**src/rtl/csr_trap_controller_pkg.sv**
```systemverilog
// Shared types and constants for the machine-mode CSR/trap sequencer:
// CSR file select, CSR addresses, op encodings, mstatus bit positions, FSM states.
package csr_trap_controller_pkg;

    typedef enum logic [2:0] {
        CSR_MSTATUS  = 3'd0,
        CSR_MIE      = 3'd1,
        CSR_MTVEC    = 3'd2,
        CSR_MSCRATCH = 3'd3,
        CSR_MEPC     = 3'd4,
        CSR_MCAUSE   = 3'd5,
        CSR_MTVAL    = 3'd6,
        CSR_MIP      = 3'd7
    } csr_register;

    localparam logic [11:0] CSR_ADDR_MSTATUS  = 12'h300;
    localparam logic [11:0] CSR_ADDR_MIE      = 12'h304;
    localparam logic [11:0] CSR_ADDR_MTVEC    = 12'h305;
    localparam logic [11:0] CSR_ADDR_MSCRATCH = 12'h340;
    localparam logic [11:0] CSR_ADDR_MEPC     = 12'h341;
    localparam logic [11:0] CSR_ADDR_MCAUSE   = 12'h342;
    localparam logic [11:0] CSR_ADDR_MTVAL    = 12'h343;
    localparam logic [11:0] CSR_ADDR_MIP      = 12'h344;

    localparam logic [1:0] CSR_OP_RW = 2'b01;
    localparam logic [1:0] CSR_OP_RS = 2'b10;
    localparam logic [1:0] CSR_OP_RC = 2'b11;

    localparam int unsigned MSTATUS_MIE_BIT  = 3;
    localparam int unsigned MSTATUS_MPIE_BIT = 7;
    localparam int unsigned MSTATUS_MPP_LSB  = 11;
    localparam int unsigned MSTATUS_MPP_MSB  = 12;

    typedef enum logic [3:0] {
        ST_IDLE,
        ST_CSR_RD,
        ST_CSR_WR,
        ST_T_EPC,
        ST_T_CAUSE,
        ST_T_TVAL,
        ST_T_STATUS,
        ST_T_VEC,
        ST_R_STATUS,
        ST_R_EPC
    } ctl_state_e;

endpackage

```
**src/rtl/csr_trap_controller_decoder.sv**
```systemverilog
// Maps a 12-bit CSR address onto the implemented CSR file select.
module csr_addr_decoder
    import csr_trap_controller_pkg::*;
(
    input  logic [11:0]  addr,
    output logic         valid,
    output csr_register  sel
);

    always_comb begin
        valid = 1'b1;
        sel   = CSR_MSTATUS;
        case (addr)
            CSR_ADDR_MSTATUS:  sel = CSR_MSTATUS;
            CSR_ADDR_MIE:      sel = CSR_MIE;
            CSR_ADDR_MTVEC:    sel = CSR_MTVEC;
            CSR_ADDR_MSCRATCH: sel = CSR_MSCRATCH;
            CSR_ADDR_MEPC:     sel = CSR_MEPC;
            CSR_ADDR_MCAUSE:   sel = CSR_MCAUSE;
            CSR_ADDR_MTVAL:    sel = CSR_MTVAL;
            CSR_ADDR_MIP:      sel = CSR_MIP;
            default:           valid = 1'b0;
        endcase
    end

endmodule

```
**src/rtl/csr_trap_controller.sv**
```systemverilog
// Sequences CSR read-modify-write instructions, trap entry and mret against an
// external CSR file through a single select/read/write port.
module csr_trap_controller
    import csr_trap_controller_pkg::*;
#(
    parameter int unsigned XLEN = 32
) (
    input  logic             i_clk,
    input  logic             i_rst_n,
    input  logic             i_csr_req,
    input  logic [11:0]      i_csr_addr,
    input  logic [1:0]       i_csr_op,
    input  logic [XLEN-1:0]  i_csr_wdata,
    output logic             o_csr_ack,
    output logic [XLEN-1:0]  o_csr_rdata,
    output logic             o_csr_illegal,
    input  logic             i_trap_req,
    input  logic [XLEN-1:0]  i_trap_pc,
    input  logic [XLEN-1:0]  i_trap_cause,
    input  logic [XLEN-1:0]  i_trap_tval,
    input  logic             i_mret_req,
    output logic             o_trap_ack,
    output logic             o_mret_ack,
    output csr_register      o_rf_sel,
    output logic             o_rf_we,
    output logic [XLEN-1:0]  o_rf_wdata,
    input  logic [XLEN-1:0]  i_rf_rdata,
    output logic             o_redirect,
    output logic [XLEN-1:0]  o_redirect_pc
);

    ctl_state_e        state_q, state_d;
    csr_register       sel_q;
    logic [1:0]        op_q;
    logic [XLEN-1:0]   operand_q, old_q, pc_q, cause_q, tval_q;
    logic              dec_valid;
    csr_register       dec_sel;
    logic              idle, accept_trap, accept_csr;
    logic [XLEN-1:0]   vec_base, vec_target, csr_result;

    csr_addr_decoder u_addr_decoder (
        .addr  (i_csr_addr),
        .valid (dec_valid),
        .sel   (dec_sel)
    );

    assign idle        = (state_q == ST_IDLE);
    assign accept_trap = idle && i_trap_req;
    assign accept_csr  = idle && !i_trap_req && !i_mret_req && i_csr_req;

    assign vec_base   = {i_rf_rdata[XLEN-1:2], 2'b00};
    assign vec_target = (i_rf_rdata[1:0] == 2'b01 && cause_q[XLEN-1])
                      ? vec_base + {cause_q[XLEN-3:0], 2'b00}
                      : vec_base;

    always_ff @(posedge i_clk or negedge i_rst_n) begin
        if (!i_rst_n) begin
            state_q   <= ST_IDLE;
            sel_q     <= CSR_MSTATUS;
            op_q      <= '0;
            operand_q <= '0;
            old_q     <= '0;
            pc_q      <= '0;
            cause_q   <= '0;
            tval_q    <= '0;
        end else begin
            state_q <= state_d;
            if (accept_trap) begin
                pc_q    <= i_trap_pc;
                cause_q <= i_trap_cause;
                tval_q  <= i_trap_tval;
            end
            if (accept_csr) begin
                sel_q     <= dec_sel;
                op_q      <= i_csr_op;
                operand_q <= i_csr_wdata;
            end
            if (state_q == ST_CSR_RD) begin
                old_q <= i_rf_rdata;
            end
        end
    end

    always_comb begin
        state_d       = state_q;
        o_csr_ack     = 1'b0;
        o_csr_rdata   = '0;
        o_csr_illegal = 1'b0;
        o_trap_ack    = 1'b0;
        o_mret_ack    = 1'b0;
        o_rf_sel      = CSR_MSTATUS;
        o_rf_we       = 1'b0;
        o_rf_wdata    = '0;
        o_redirect    = 1'b0;
        o_redirect_pc = '0;
        csr_result    = '0;
        case (state_q)
            ST_IDLE: begin
                // Reset gates the combinational illegal-ack so outputs read 0 throughout reset.
                if (i_rst_n) begin
                    if (i_trap_req) begin
                        state_d = ST_T_EPC;
                    end else if (i_mret_req) begin
                        state_d = ST_R_STATUS;
                    end else if (i_csr_req) begin
                        if (dec_valid && i_csr_op != 2'b00) begin
                            state_d = ST_CSR_RD;
                        end else begin
                            o_csr_ack     = 1'b1;
                            o_csr_illegal = 1'b1;
                        end
                    end
                end
            end
            ST_CSR_RD: begin
                o_rf_sel = sel_q;
                state_d  = ST_CSR_WR;
            end
            ST_CSR_WR: begin
                o_rf_sel    = sel_q;
                o_csr_ack   = 1'b1;
                o_csr_rdata = old_q;
                case (op_q)
                    CSR_OP_RS: csr_result = old_q | operand_q;
                    CSR_OP_RC: csr_result = old_q & ~operand_q;
                    default:   csr_result = operand_q;
                endcase
                o_rf_we    = (op_q == CSR_OP_RW) || (operand_q != '0);
                o_rf_wdata = o_rf_we ? csr_result : '0;
                state_d    = ST_IDLE;
            end
            ST_T_EPC: begin
                o_rf_sel   = CSR_MEPC;
                o_rf_we    = 1'b1;
                o_rf_wdata = {pc_q[XLEN-1:2], 2'b00};
                state_d    = ST_T_CAUSE;
            end
            ST_T_CAUSE: begin
                o_rf_sel   = CSR_MCAUSE;
                o_rf_we    = 1'b1;
                o_rf_wdata = cause_q;
                state_d    = ST_T_TVAL;
            end
            ST_T_TVAL: begin
                o_rf_sel   = CSR_MTVAL;
                o_rf_we    = 1'b1;
                o_rf_wdata = tval_q;
                state_d    = ST_T_STATUS;
            end
            ST_T_STATUS: begin
                o_rf_sel   = CSR_MSTATUS;
                o_rf_we    = 1'b1;
                o_rf_wdata = i_rf_rdata;
                o_rf_wdata[MSTATUS_MPIE_BIT] = i_rf_rdata[MSTATUS_MIE_BIT];
                o_rf_wdata[MSTATUS_MIE_BIT]  = 1'b0;
                o_rf_wdata[MSTATUS_MPP_MSB:MSTATUS_MPP_LSB] = 2'b11;
                state_d    = ST_T_VEC;
            end
            ST_T_VEC: begin
                o_rf_sel      = CSR_MTVEC;
                o_redirect    = 1'b1;
                o_redirect_pc = vec_target;
                o_trap_ack    = 1'b1;
                state_d       = ST_IDLE;
            end
            ST_R_STATUS: begin
                o_rf_sel   = CSR_MSTATUS;
                o_rf_we    = 1'b1;
                o_rf_wdata = i_rf_rdata;
                o_rf_wdata[MSTATUS_MIE_BIT]  = i_rf_rdata[MSTATUS_MPIE_BIT];
                o_rf_wdata[MSTATUS_MPIE_BIT] = 1'b1;
                o_rf_wdata[MSTATUS_MPP_MSB:MSTATUS_MPP_LSB] = 2'b11;
                state_d    = ST_R_EPC;
            end
            ST_R_EPC: begin
                o_rf_sel      = CSR_MEPC;
                o_redirect    = 1'b1;
                o_redirect_pc = {i_rf_rdata[XLEN-1:2], 2'b00};
                o_mret_ack    = 1'b1;
                state_d       = ST_IDLE;
            end
            default: state_d = ST_IDLE;
        endcase
    end

endmodule

```
**config.mk**
```make
export PLATFORM = sky130hd
export DESIGN_NAME = csr_trap_controller
export DESIGN_NICKNAME = d
export VERILOG_FILES = /design/src/rtl/csr_trap_controller_pkg.sv /design/src/rtl/csr_trap_controller_decoder.sv /design/src/rtl/csr_trap_controller.sv
export SDC_FILE = /design/constraint.sdc
export NUM_CORES = 1
export LEC_CHECK = 0
export ABC_AREA = 0
export CORE_UTILIZATION = 50
export CTS_BUF_LIST = sky130_fd_sc_hd__clkbuf_8
export DETAILED_ROUTE_END_ITERATION = 10
export PLACE_DENSITY = 0.82
export REMOVE_ABC_BUFFERS = 1
export SKIP_LAST_GASP = 1
export SYNTH_ARGS = -nofsm -noshare
export SYNTH_HDL_FRONTEND = slang
export SYNTH_SLANG_ARGS = --single-unit
export TNS_END_PERCENT = 10
```
**constraint.sdc**
```tcl
create_clock -name i_clk -period 3.1 [get_ports i_clk]
set_clock_uncertainty 0.05 [all_clocks]
set_input_delay 0.465 -clock i_clk [delete_from_list [all_inputs] [get_ports i_clk]]
set_output_delay 0.465 -clock i_clk [all_outputs]
set_load 0.1 [all_outputs]
```
After elaboration in Yosys (flattened, before gate mapping). Index checks and enable logic that the tools add are counted.

Flip-flop bits (word level): 169. Bits of input ports: 179. Output and inout port bits: 105.

$add $sub $neg: 1. Equal/unequal tests: 24. Mux-type cells: 26. Bitwise operators: 3. Reductions and logical operators: 18.

Operators by type and width (number): $pmux W32 S6 (1); $pmux W32 S2 (2); $eq A12 B10 Y1 const B (8); $mux W32 (3); $add A32 B32 Y32 (1); $and A32 B32 Y32 (1); $not A32 Y32 (1); $or A32 B32 Y32 (1); $reduce_bool A32 Y1 (1); $pmux W4 S7 (1); $pmux W3 S7 (1); $mux W4 (5); $eq A4 B3 Y1 const B (4); $pmux W3 S5 (1); $mux W1 (10); $eq A4 B2 Y1 const B (2); $eq A4 B4 Y1 const B (2); $reduce_or A8 Y1 (1); $logic_and A1 B1 Y1 (6); $reduce_or A2 Y1 (3); $reduce_or A5 Y1 (1); $eq A2 B1 Y1 const B (2); $eq A2 B2 Y1 const B (2); $eq A4 B1 Y1 const B (1); 9 further kinds (11).

Depth between registers and ports, before layout. Gate-level depths: netlist of the first run.

Depth after elaboration: 10. Gate-level depth with buffers: 9.

Hierarchy. Synthesis of the first run repeated with hierarchy kept, for this count alone.

Cells, all modules: 972. Area total of the unflattened synthesis: 9913.3 µm².

Modules (own cells, without submodules): csr_trap_controller (instances 1, cells an instance 956, area each 9805.7 µm², seq. area each 4179.0 µm²); csr_addr_decoder (instances 1, cells an instance 16, area each 107.6 µm², seq. area each 0.0 µm²).

Least setup slack after synthesis of the first run. Ideal clock, no wire load.

Kind: input -> output. From: input port i_rf_rdata[2]. To: output port o_redirect_pc[14]. Arrival time: 4.214 ns. Path slack: -1.629 ns. Stages: 9. Path buffers: 0. Cell sequence: ha_1 fa_1 a21oi_1 o21ai_0 a21oi_1 o21ai_1 o21ai_0 xor2_1 o21ai_0.

Word-level cells in the longest chain between the ends: 3.

Ends and longest elaborated chain: start: declaration (line csr_trap_controller.sv:27) `input logic [XLEN-1:0] i_rf_rdata,`; $add A32 B32 Y32 (line csr_trap_controller.sv:53) `? vec_base + {cause_q[XLEN-3:0], 2'b00}`; $mux W32 (line csr_trap_controller.sv:53); $pmux W32 S2 (line csr_trap_controller.sv:97) `case (state_q)`; end: declaration (line csr_trap_controller.sv:29) `output logic [XLEN-1:0] o_redirect_pc`.

No other way between the ends.

Final worst setup path of the first run.
From: register cause_q[0]. To: output port o_redirect_pc[30].

Word-level cells in the longest chain between the ends: 3.

Ends and longest elaborated chain: start: declaration (line csr_trap_controller.sv:35) `logic [XLEN-1:0] operand_q, old_q, pc_q, cause_q, tval_q;`; start signal: assignment (line csr_trap_controller.sv:70) `cause_q <= i_trap_cause;`; $add A32 B32 Y32 (line csr_trap_controller.sv:53); $mux W32 (line csr_trap_controller.sv:53); $pmux W32 S2 (line csr_trap_controller.sv:97).

No other way between the ends.

==> results of run 1 <==
==> cell type report <==
type,instances,area [um2]
multi-input combinational,830,6020
sequential,167,4180
clock buffer,19,262
timing repair buffer,445,4700
fill,1268,3970
antenna,2,5.00
tap,265,332
clock inverter,13,138
inverter,13,48.8
==> timing repair <==
action	CTS	global route
setup buffers	5	4
resized for setup	29	57
hold buffers	1	0
gates cloned	0	0
pin swaps	17	16
hold endpoints to repair	26	0
endpoints found under the setup margin	57	58
==> state kept, by name, indices dropped and copies added (netlist names) <==
register and count:
cause_q 32, old_q 32, operand_q 32, tval_q 32, pc_q 30, state_q 4, sel_q 3, op_q 2
==> cell usage after synthesis (3+ instances only) <==
cell / count / area (um2)
nand2_1: 227 / 852
dfrtp_1: 167 / 4180
mux2_2: 124 / 1400
a21oi_1: 95 / 475
o21ai_0: 45 / 225
clkbuf_1: 42 / 158
and2_1: 35 / 219
nor2_1: 34 / 128
a221o_1: 33 / 330
a22oi_1: 29 / 218
ha_1: 29 / 363
buf_2: 22 / 110
a21o_1: 14 / 105
inv_1: 12 / 45.0
nand4_1: 12 / 75.1
nor4_1: 11 / 68.8
xor2_1: 10 / 87.6
xnor2_1: 9 / 78.8
nand2b_1: 8 / 50.1
nor3_1: 8 / 40.0
nand3_1: 7 / 35.0
o21a_1: 7 / 52.6
and3_1: 6 / 37.5
a211o_1: 5 / 43.8
a31oi_1: 5 / 31.3
nor2b_1: 5 / 31.3
o211ai_1: 5 / 37.5
a22o_1: 4 / 35.0
mux2i_1: 4 / 40.0
o21bai_1: 4 / 30.0
a211oi_1: 3 / 22.5
a221oi_1: 3 / 26.3
a222oi_1: 3 / 30.0
buf_1: 3 / 11.3
==> worst max-delay path, cell delays in order, from the launching register on <==
cell,delay (ps)
dfrtp_1,430
ha_4,190
fa_2,400
a21oi_4,160
o21ai_2,100
a21oi_2,180
o21ai_2,80
o211ai_1,210
buf_4,180
a221oi_2,60
o211ai_1,310
clkbuf_16,270
==> through the flow <==
step / total power, mW / hold slack, ps / instances
detailed placement: 17.3 / 322 / 1711
global route: 20.5 / 384 / 1754
global placement: 17.0 / 319 / 1711
floorplan: 12.4 / 119 / 1010
finish: 19.7 / 376 / 1754
CTS: 19.1 / 381 / 1749
==> power groups by stage <==
stage | clock network (mW) | logic, mW | registers (mW)
floorplan | 0 | 8.44 | 3.94
global placement | 0 | 12.9 | 4.11
detailed placement | 0 | 13.1 | 4.20
CTS | 1.64 | 13.3 | 4.16
global route | 1.72 | 14.4 | 4.35
finish | 1.63 | 13.8 | 4.26
==> how the worst max path moves through the flow <==
stage | depth (start not counted) | to | slack (ps)
6_report | 11 | o_redirect_pc[30] | -460
5_1_grt | 11 | o_redirect_pc[30] | -660
4_1_cts | 11 | o_redirect_pc[31] | -450
3_5_place_dp | 12 | o_redirect_pc[24] | -840
3_3_place_gp | 12 | o_redirect_pc[24] | -850
2_1_floorplan | 6 | o_redirect_pc[10] | -1750
==> logic make-up after synthesis <==
| kind of cell | after synthesis | synth area share |
|---|---|---|
| flops | 167 | 0.412 |
| fa+ha+maj | 30 | 0.0378 |
| compound gates | 276 | 0.186 |
| simple gates | 373 | 0.168 |
| buf+inv | 84 | 0.0354 |
| xor+xnor | 19 | 0.0164 |
| other cells | 1 | 0.000370 |
| mux | 130 | 0.144 |
==> metal layers <==
layer / vias to the layer above / wire (um) / track usage
met5: - / 13 / 0
met4: 2 / 909 / 0.135
met3: 81 / 3270 / 0.0715
met2: 607 / 18200 / 0.579
met1: 5107 / 14800 / 0.452
li1: 4672 / - / -
==> impl_results.md, run 1 <==
- Full die area: 20800 um2
- Worst Path Class, Setup: reg2out
- Max-slew headroom: 0.248
- Routed via count: 10500
- Initial antenna violation count: 4
- Power per cell area: 1260 nW/um2
- Worst hold path class: in2reg
- CTS tree: built
- Worst reg2reg endpoint: sel_q[0]$_DFFE_PN0P_
- Worst vdd ir: 0.857 mV
- Synth warn: 0
- Distinct cells, synth: 72
- Internal power: 9.57 mW
- CP Capture Type: output port
- # DRC: 0
- Grt ovf: 0
- Flop-to-flop setup slack: 550 ps
- Synth Instances: 1080
- Hpwl dp: 26800 um
- Primary FF master, synth: dfrtp_1
- Crit Reg-Reg Startpoint: state_q[3]$_DFFE_PN0P_
- Clk pwr share: 0.083
- Starting Density: 0.516
- RSZ-0062 raised after global routing: yes
- Clock Latency Late Sink: 470 ps
- Root Buffer: clkbuf_8
- Most frequent cells in the layout: 225 x nand2_1, 195 x buf_4, 166 x clkdlybuf4s50_1
- Hold path startpoint: i_rf_rdata[4]
- Async SR Flop Fraction: 1.00
- Core footprint: 19700 um2
- Initial DRC count: 959
- Clock buffer depth: 2
- Reg power frac: 0.216
- Final Max Slew Viols: 0
- Final Util: 0.798
- Tightest Pin Transition: 1130 ps
- Hold Path Depth: 2
- Period Utilization, post-route: 1.15
- Die height: 144 um
- Peak Freq: 281 MHz
- Synthesized cell area: 10100 um2
- Fraction of layout cells with a size suffix above 1: 0.333
- First-pass GRT wire length: 55000 um
- WL/cell: 21.2 um
- Crit Path Max Fanout: 6
- Setup TNS: -14730 ps
- Switching part of the total power: 0.514
- Die width: 144 um
- Final net count: 1683
- Clk sinks: 167
- Via count of the first global-routing pass: 10300
- Pin count of the biggest net entering global routing: 94
- Outcome: finished with violations
- Seq/Total Area, Yosys: 0.412
- # port buffers: 279
- Fin crit period: 3560 ps
- Comb power frac: 0.701
- H-tree Lvls: 4
- Max Cap Violations: 0
- Final setup fails: 55
- Seq cells post-synth: 167
- Drt total wl: 37200 um
- TritonCTS Buffers: 17
- GRT Util Overall: 0.351
- Failing checks: negative setup slack
- Worst Hold Path EP: old_q[4]$_DFFE_PN0P_
- R2r worst-path depth: 6
- Vias per cell: 5.97
- Syn-to-layout area delta: 54.8%
- Placer Congestion: 0.924
- Most common cell after layout, fill and taps aside: nand2_1
- Switch Pwr: 10.1 mW
- Crit path DAT: 3050 ps
- Final worst slack: -462 ps
- FP Rows: 51
- Post-route cell area: 15700 um2
- Syn Area/Cell: 9.39 um2
- CP startpoint: cause_q[0]$_DFFE_PN0P_
- Top Ports: 284
- Pleak: 7.03 nW
- Placed cell area: 14800 um2
- Hold Violations, Final: 0
- DRT Pass-1 Iters: 5
- CP Launch Type: register
- ANT nets after route: 0
- Setup slack at placement: -839 ps
- EDFF count, synth: 0
- CP required: 2580 ps
- Clk slew on worst S/H paths: 100 ps
(Power assumes the default switching activity.)
==> run 2: changes to the inputs <==
--- a/config.mk
+++ b/config.mk
@@ -6,10 +6,10 @@
 export NUM_CORES = 1
 export LEC_CHECK = 0
 export ABC_AREA = 0
-export CORE_UTILIZATION = 50
+export CORE_UTILIZATION = 40
 export CTS_BUF_LIST = sky130_fd_sc_hd__clkbuf_8
 export DETAILED_ROUTE_END_ITERATION = 10
-export PLACE_DENSITY = 0.82
+export PLACE_DENSITY = 0.68
 export REMOVE_ABC_BUFFERS = 1
 export SKIP_LAST_GASP = 1
 export SYNTH_ARGS = -nofsm -noshare
==> run 2 against run 1 <==
Against the previous run:
- critical path type is now in2out
- hold slack got worse by 42 ps
- total power is 0.72% higher
- setup slack worse by 72 ps
- via count decreased by 4.5%
- count of clock-buffer cells in the layout is 2 lower
- core utilization shrank 14 points
- combinational power barely moved
- clock power grew 6%
- register-to-register slack improved by 50 ps
- fmax down 2.0%
- largest cell class unchanged
- the run still ends with negative setup slack left
==> impl_results.md, run 2 (synthesis results as in run 1) <==
- Outcome: finished with violations
- Failing checks: negative setup slack
- Drt total wl: 36900 um (-0.68%)
- Most common cell after layout, fill and taps aside: nand2_1
- Worst hold path class: in2async
- ANT nets after route: 0 (unchanged)
- Tightest Pin Transition: 1050 ps (-77.0 ps)
- Pleak: 7.14 nW (+1.5%)
- Period Utilization, post-route: 1.17 (+0.0232)
- WL/cell: 20.3 um (-4.4%)
- DRT Pass-1 Iters: 9 (+4)
- Initial antenna violation count: 1 (-3)
- Placer Congestion: 0.905 (-2.0%)
- Hpwl dp: 27800 um (+3.5%)
- Critical path's slowest cell: clkdlybuf4s50_1
- Syn-to-layout area delta: 58.6%
- Core footprint: 24600 um2 (+25%)
- Top Ports: 284 (unchanged)
- CP delay by family, top: compound AO/OA/AOI/OAI gates
- Final net count: 1693 (+0.59%)
- Crit path DAT: 3120 ps (+70 ps)
- Vias per cell: 5.49 (-8.1%)
- Crit Path Max Fanout: 4 (-2)
- Flop-to-flop setup slack: 600 ps (+50 ps)
- Most frequent cells in the layout: 225 x nand2_1, 173 x buf_4, 172 x clkdlybuf4s50_1
- Root Buffer: clkbuf_8
- Full die area: 26000 um2 (+25%)
- CP Capture Type: output port
- Hold Violations, Final: 0 (unchanged)
- Max Cap Violations: 0 (unchanged)
- Critical Path Max Stage Delay: 440 ps (about the same)
- Worst Path Class, Setup: in2out
- Max-slew headroom: 0.301 (+0.0524)
- Initial DRC count: 773 (-19%)
- Die width: 161 um (+12%)
- Clock Latency Late Sink: 470 ps (about the same)
- Via count of the first global-routing pass: 10200 (-0.86%)
- Pin count of the biggest net entering global routing: 57 (-39%)
- Fin crit period: 3630 ps (+71.8 ps)
- First-pass GRT wire length: 57500 um (+4.5%)
- Final Max Slew Viols: 0 (unchanged)
- Critical path, cell by cell: clkdlybuf4s50_1, ha_1, nand2_4, buf_6, nor3b_4, o21ai_2, a21o_1, a2111oi_4, and4b_1, a221o_1, buf_12
- CP Launch Type: input pin
- FP Rows: 57 (+12%)
- Final worst slack: -534 ps (-71.8 ps)
- Clk slew on worst S/H paths: 100 ps (about the same)
- Bufs and invs on worst path: 3 (+1)
- # DRC: 0 (unchanged)
- Clock buffer depth: 2 (unchanged)
- Clk sinks: 167 (unchanged)
- Final setup fails: 55 (unchanged)
- H-tree Lvls: 4 (unchanged)
- Hold_ws: 334 ps (-42.0 ps)
- GRT Util Overall: 0.289 (-0.0618)
- CTS tree: built
- Die height: 161 um (+12%)
- # port buffers: 279 (unchanged)
- PnR Total Power: 19.8 mW (+0.72%)
- Fraction of layout cells with a size suffix above 1: 0.329 (-0.00423)
- Worst vdd ir: 0.930 mV (+8.5%)
- Power per cell area: 1230 nW/um2 (-1.7%)
- TritonCTS Buffers: 17 (unchanged)
- Routed via count: 9996 (-4.5%)
- RSZ-0062 raised after global routing: yes
- Peak Freq: 275 MHz (-2.0%)
- CP required: 2580 ps (about the same)
- Starting Density: 0.412 (-0.104)
- Grt ovf: 0 (unchanged)
[run 2: changes by cell type in the layout (fill, tap and decap cells not counted), sizes merged]
| cell | before | now |
|---|---|---|
| diode | 2 | 1 |
| clkinv | 4 | 2 |
| clkdlybuf4s50 | 166 | 172 |
| dlygate4sd2 | 3 | 1 |
| bufinv | 1 | 2 |
| dlymetal6s2s | 6 | 2 |
| clkbuf | 20 | 17 |
| inv | 21 | 23 |
| buf | 268 | 279 |
| clkinvlp | 0 | 1 |
[run 2: area by class of cell]
cell class,instances,area [um2]
Inverter,13,48.8
Timing Repair Buffer,455,5160
Clock buffer,17,234
Clock inverter,15,198
Antenna cell,1,2.50
Fill cell,2048,8530
Sequential cell,167,4180
Multi-Input combinational cell,830,5850
Tap cell,324,405
[run 2: worst paths after layout]
path,cells after the start,start,end
setup / recovery,11,i_rf_rdata[5],o_redirect_pc[25]
hold / removal,2,i_rst_n,cause_q[9]$_DFFE_PN0P_
setup reg to reg,6,state_q[2]$_DFFE_PN0P_,sel_q[0]$_DFFE_PN0P_
hold reg to reg,2,sel_q[0]$_DFFE_PN0P_,sel_q[0]$_DFFE_PN0P_
max in group asynchronous,3,i_rst_n,cause_q[19]$_DFFE_PN0P_
min in group i_clk,2,i_rf_rdata[10],old_q[10]$_DFFE_PN0P_
[run 2: through the flow]
stage          instances   util  worst slack, ps  instance area [um2]  setup TNS, ps
2_1_floorplan       1010      -            -1750                 9830        -135010
3_3_place_gp        1785  0.625             -782                15400         -11020
3_5_place_dp        1785  0.625             -776                15400         -11920
4_1_cts             1818  0.648             -528                15900         -15550
5_1_grt             1822  0.653             -623                16100         -21430
6_report            1822  0.653             -534                16100         -13820
[run 2: layer usage]
metal / track usage / up-vias / wire [um]
met1: 0.386 / 4884 / 16100
met2: 0.470 / 379 / 17500
met3: 0.0673 / 45 / 2690
li1: - / 4688 / -
met4: 0.0750 / 0 / 674
met5: 0 / - / 0
[run 2: what timing repair did]
item,in CTS,in global routing
setup endpoints to repair,59,65
endpoints found under the hold margin,11,0
gates resized for setup,28,28
setup buffers,2,3
pin swaps,13,5
hold buffers,1,0
cloned,0,0
[run 2: where the power goes]
| part | internal [mW] | switching (mW) | total [mW] |
|---|---|---|---|
| logic | 5.76 | 8.13 | 13.9 |
| clock network | 0.766 | 0.966 | 1.73 |
| registers | 3.27 | 0.955 | 4.23 |
| total | 9.80 | 10.0 | 19.8 |
==> run 3: changes to the inputs <==
==> constraint.sdc (replaced) <==
create_clock -name i_clk -period 3.5 [get_ports i_clk]
set_clock_uncertainty 0.05 [all_clocks]
set_input_delay 0.525 -clock i_clk [delete_from_list [all_inputs] [get_ports i_clk]]
set_output_delay 0.525 -clock i_clk [all_outputs]
set_load 0.02 [all_outputs]
==> run 3 against run 2 <==
Against the previous run:
- the run still ends with negative setup slack left
- final area fell by 6.6%
- sequential power fell by 11%
- clock power fell by 14%
- sequential cell count did not move
- wire length fell by 0.17%
- combinational power fell by 42%
- critical path depth fell by 1
- highest routed layer unchanged
==> impl_results.md, run 3 (synthesis results as in run 1) <==
- FP Rows: 57 (unchanged)
- Syn-to-layout area delta: 48.1%
- Max-slew headroom: 0.512 (+0.212)
- Failing checks: negative setup slack
- Final Max Slew Viols: 0 (unchanged)
- WL met3: 2590 um (-3.6%)
- Vias per cell: 5.55 (+1.1%)
- Tightest Pin Transition: 732 ps (-316 ps)
- Worst Path Class, Setup: in2out
- # DRC: 0 (unchanged)
- Final setup fails: 34 (-38%)
- Via count of the first global-routing pass: 10400 (+1.6%)
- Clock Latency Late Sink: 460 ps (about the same)
- Final worst slack: -203 ps (+332 ps)
- Crit Reg-Reg Startpoint: state_q[0]$_DFFE_PN0P_
- Root Buffer: clkbuf_8
- Crit path DAT: 3130 ps (about the same)
- H-tree Lvls: 4 (unchanged)
- GRT Util Overall: 0.289 (about the same)
- R2r worst-path depth: 7 (+1)
- CTS tree: built
- ANT nets after route: 0 (unchanged)
- Hold Violations, Final: 0 (unchanged)
- # fillers: 2149 (+4.9%)
- Cells after DPL: 1782 (-0.17%)
- DRT Pass-1 Iters: 5 (-4)
- Antenna cell count: 0 (-1)
- Finished Layout Cells: 1819 (-0.16%)
- Worst hold path class: in2async
- Placer Congestion: 0.907 (+0.19%)
- Top Ports: 284 (unchanged)
- Hold_ws: 132 ps (-202 ps)
- # port buffers: 279 (unchanged)
- TritonCTS Buffers: 17 (unchanged)
- DR top layer: met4
- Routed via count: 10100 (+0.91%)
- Hold Buf Count CTS: 0 (-1)
- Worst vdd ir: 0.461 mV (-50%)
- Worst reg2reg endpoint: sel_q[0]$_DFFE_PN0P_
- First-pass GRT wire length: 57500 um (about the same)
- Flop-to-flop setup slack: 1300 ps (+700 ps)
- Die height: 161 um (unchanged)
- Period Utilization, post-route: 1.06
- Pin count of the biggest net entering global routing: 129 (+130%)
- Clock buffer depth: 2 (unchanged)
- Core footprint: 24600 um2 (unchanged)
- Initial DRC count: 678 (-12%)
- Fraction of layout cells with a size suffix above 1: 0.259 (-0.0698)
- Max Cap Violations: 0 (unchanged)
- WL/cell: 20.3 um (about the same)
- RSZ-0062 raised after global routing: yes
- Die width: 161 um (unchanged)
- Most frequent cells in the layout: 243 x clkdlybuf4s50_1, 226 x nand2_1, 170 x buf_4
- Initial antenna violation count: 0 (-1)
- Most common cell after layout, fill and taps aside: clkdlybuf4s50_1
- Pleak: 6.73 nW (-5.7%)
- Outcome: finished with violations
- Hpwl dp: 27400 um (-1.4%)
- CP Capture Type: output port
- Crit Path Max Fanout: 5 (+1)
- CP Launch Type: input pin
- Drt total wl: 36900 um (-0.17%)
- Full die area: 26000 um2 (unchanged)
- Peak Freq: 270 MHz
- Starting Density: 0.412 (unchanged)
- PnR Total Power: 13.3 mW (-33%)
- Power per cell area: 889 nW/um2 (-28%)
- Clk slew on worst S/H paths: 110 ps (about the same)
- Detailed-routing wirelength on met1: 16300 um (+1.5%)
- Fin crit period: 3700 ps
- Clk sinks: 167 (unchanged)
- Grt ovf: 0 (unchanged)
- CP required: 2920 ps (+340 ps)
- Final net count: 1691 (-0.12%)
- Met2 Wirelength: 17100 um (-1.9%)
-- run 3: worst max-delay path: stages --
cell and delay, ps:
clkdlybuf4s50_1 580, ha_4 250, a21oi_1 250, buf_4 160
o21a_1 140, o21a_1 110, o21ai_0 130, or3_1 380
a32o_1 250, dlygate4sd2_1 350
-- run 3: how the worst max path moves through the flow --
| stage | startpoint | endpoint | slack, ps | cells past startpoint |
|---|---|---|---|---|
| detailed placement | i_rf_rdata[2] | o_redirect_pc[30] | -740 | 12 |
| CTS | operand_q[16]$_DFFE_PN0P_ | o_rf_wdata[10] | -230 | 6 |
| global placement | i_rf_rdata[2] | o_redirect_pc[30] | -700 | 12 |
| floorplan | state_q[1]$_DFFE_PN0P_ | o_rf_sel[0] | -530 | 4 |
| finish | i_rf_rdata[16] | o_redirect_pc[21] | -200 | 10 |
| global route | i_rf_rdata[16] | o_redirect_pc[21] | -310 | 10 |
-- run 3: cell type report --
class | instances | area [um2] | area share
Clock buffer | 17 | 234 | 0.0156
Clock inverter | 15 | 181 | 0.0121
Inverter | 13 | 48.8 | 0.00325
Multi-Input combinational cell | 830 | 5840 | 0.389
Sequential cell | 167 | 4180 | 0.278
Tap cell | 324 | 405 | 0.0270
Timing Repair Buffer | 453 | 4130 | 0.275
-- run 3: what timing repair did --
item,CTS,global route
setup buffers,5,1
hold endpoints to repair,0,0
gates resized for setup,98,9
setup endpoints to repair,57,62
pin swaps,15,1
-- run 3: per-stage QoR --
step | setup WS [ps] | area (um2) | util | TNS [ps]
after floorplan | -527 | 9830 | - | -8960
after global placement | -700 | 14400 | 0.584 | -12060
after detailed placement | -736 | 14400 | 0.584 | -12510
after CTS | -230 | 15000 | 0.609 | -6500
after global routing | -315 | 15000 | 0.610 | -11380
final | -203 | 15000 | 0.610 | -3010
-- run 3: report_power, final --
| group | internal, mW | total [mW] | switching [mW] |
|---|---|---|---|
| clock | 0.609 | 1.48 | 0.874 |
| sequential | 2.90 | 3.75 | 0.858 |
| combinational | 4.13 | 8.11 | 3.98 |
| total | 7.64 | 13.3 | 5.71 |
-- run 3: metal layers --
layer / global-route usage / up-vias
met5: 0 / -
met4: 0.0858 / 0
met3: 0.0596 / 55
met2: 0.468 / 395
met1: 0.388 / 4916
li1: - / 4721
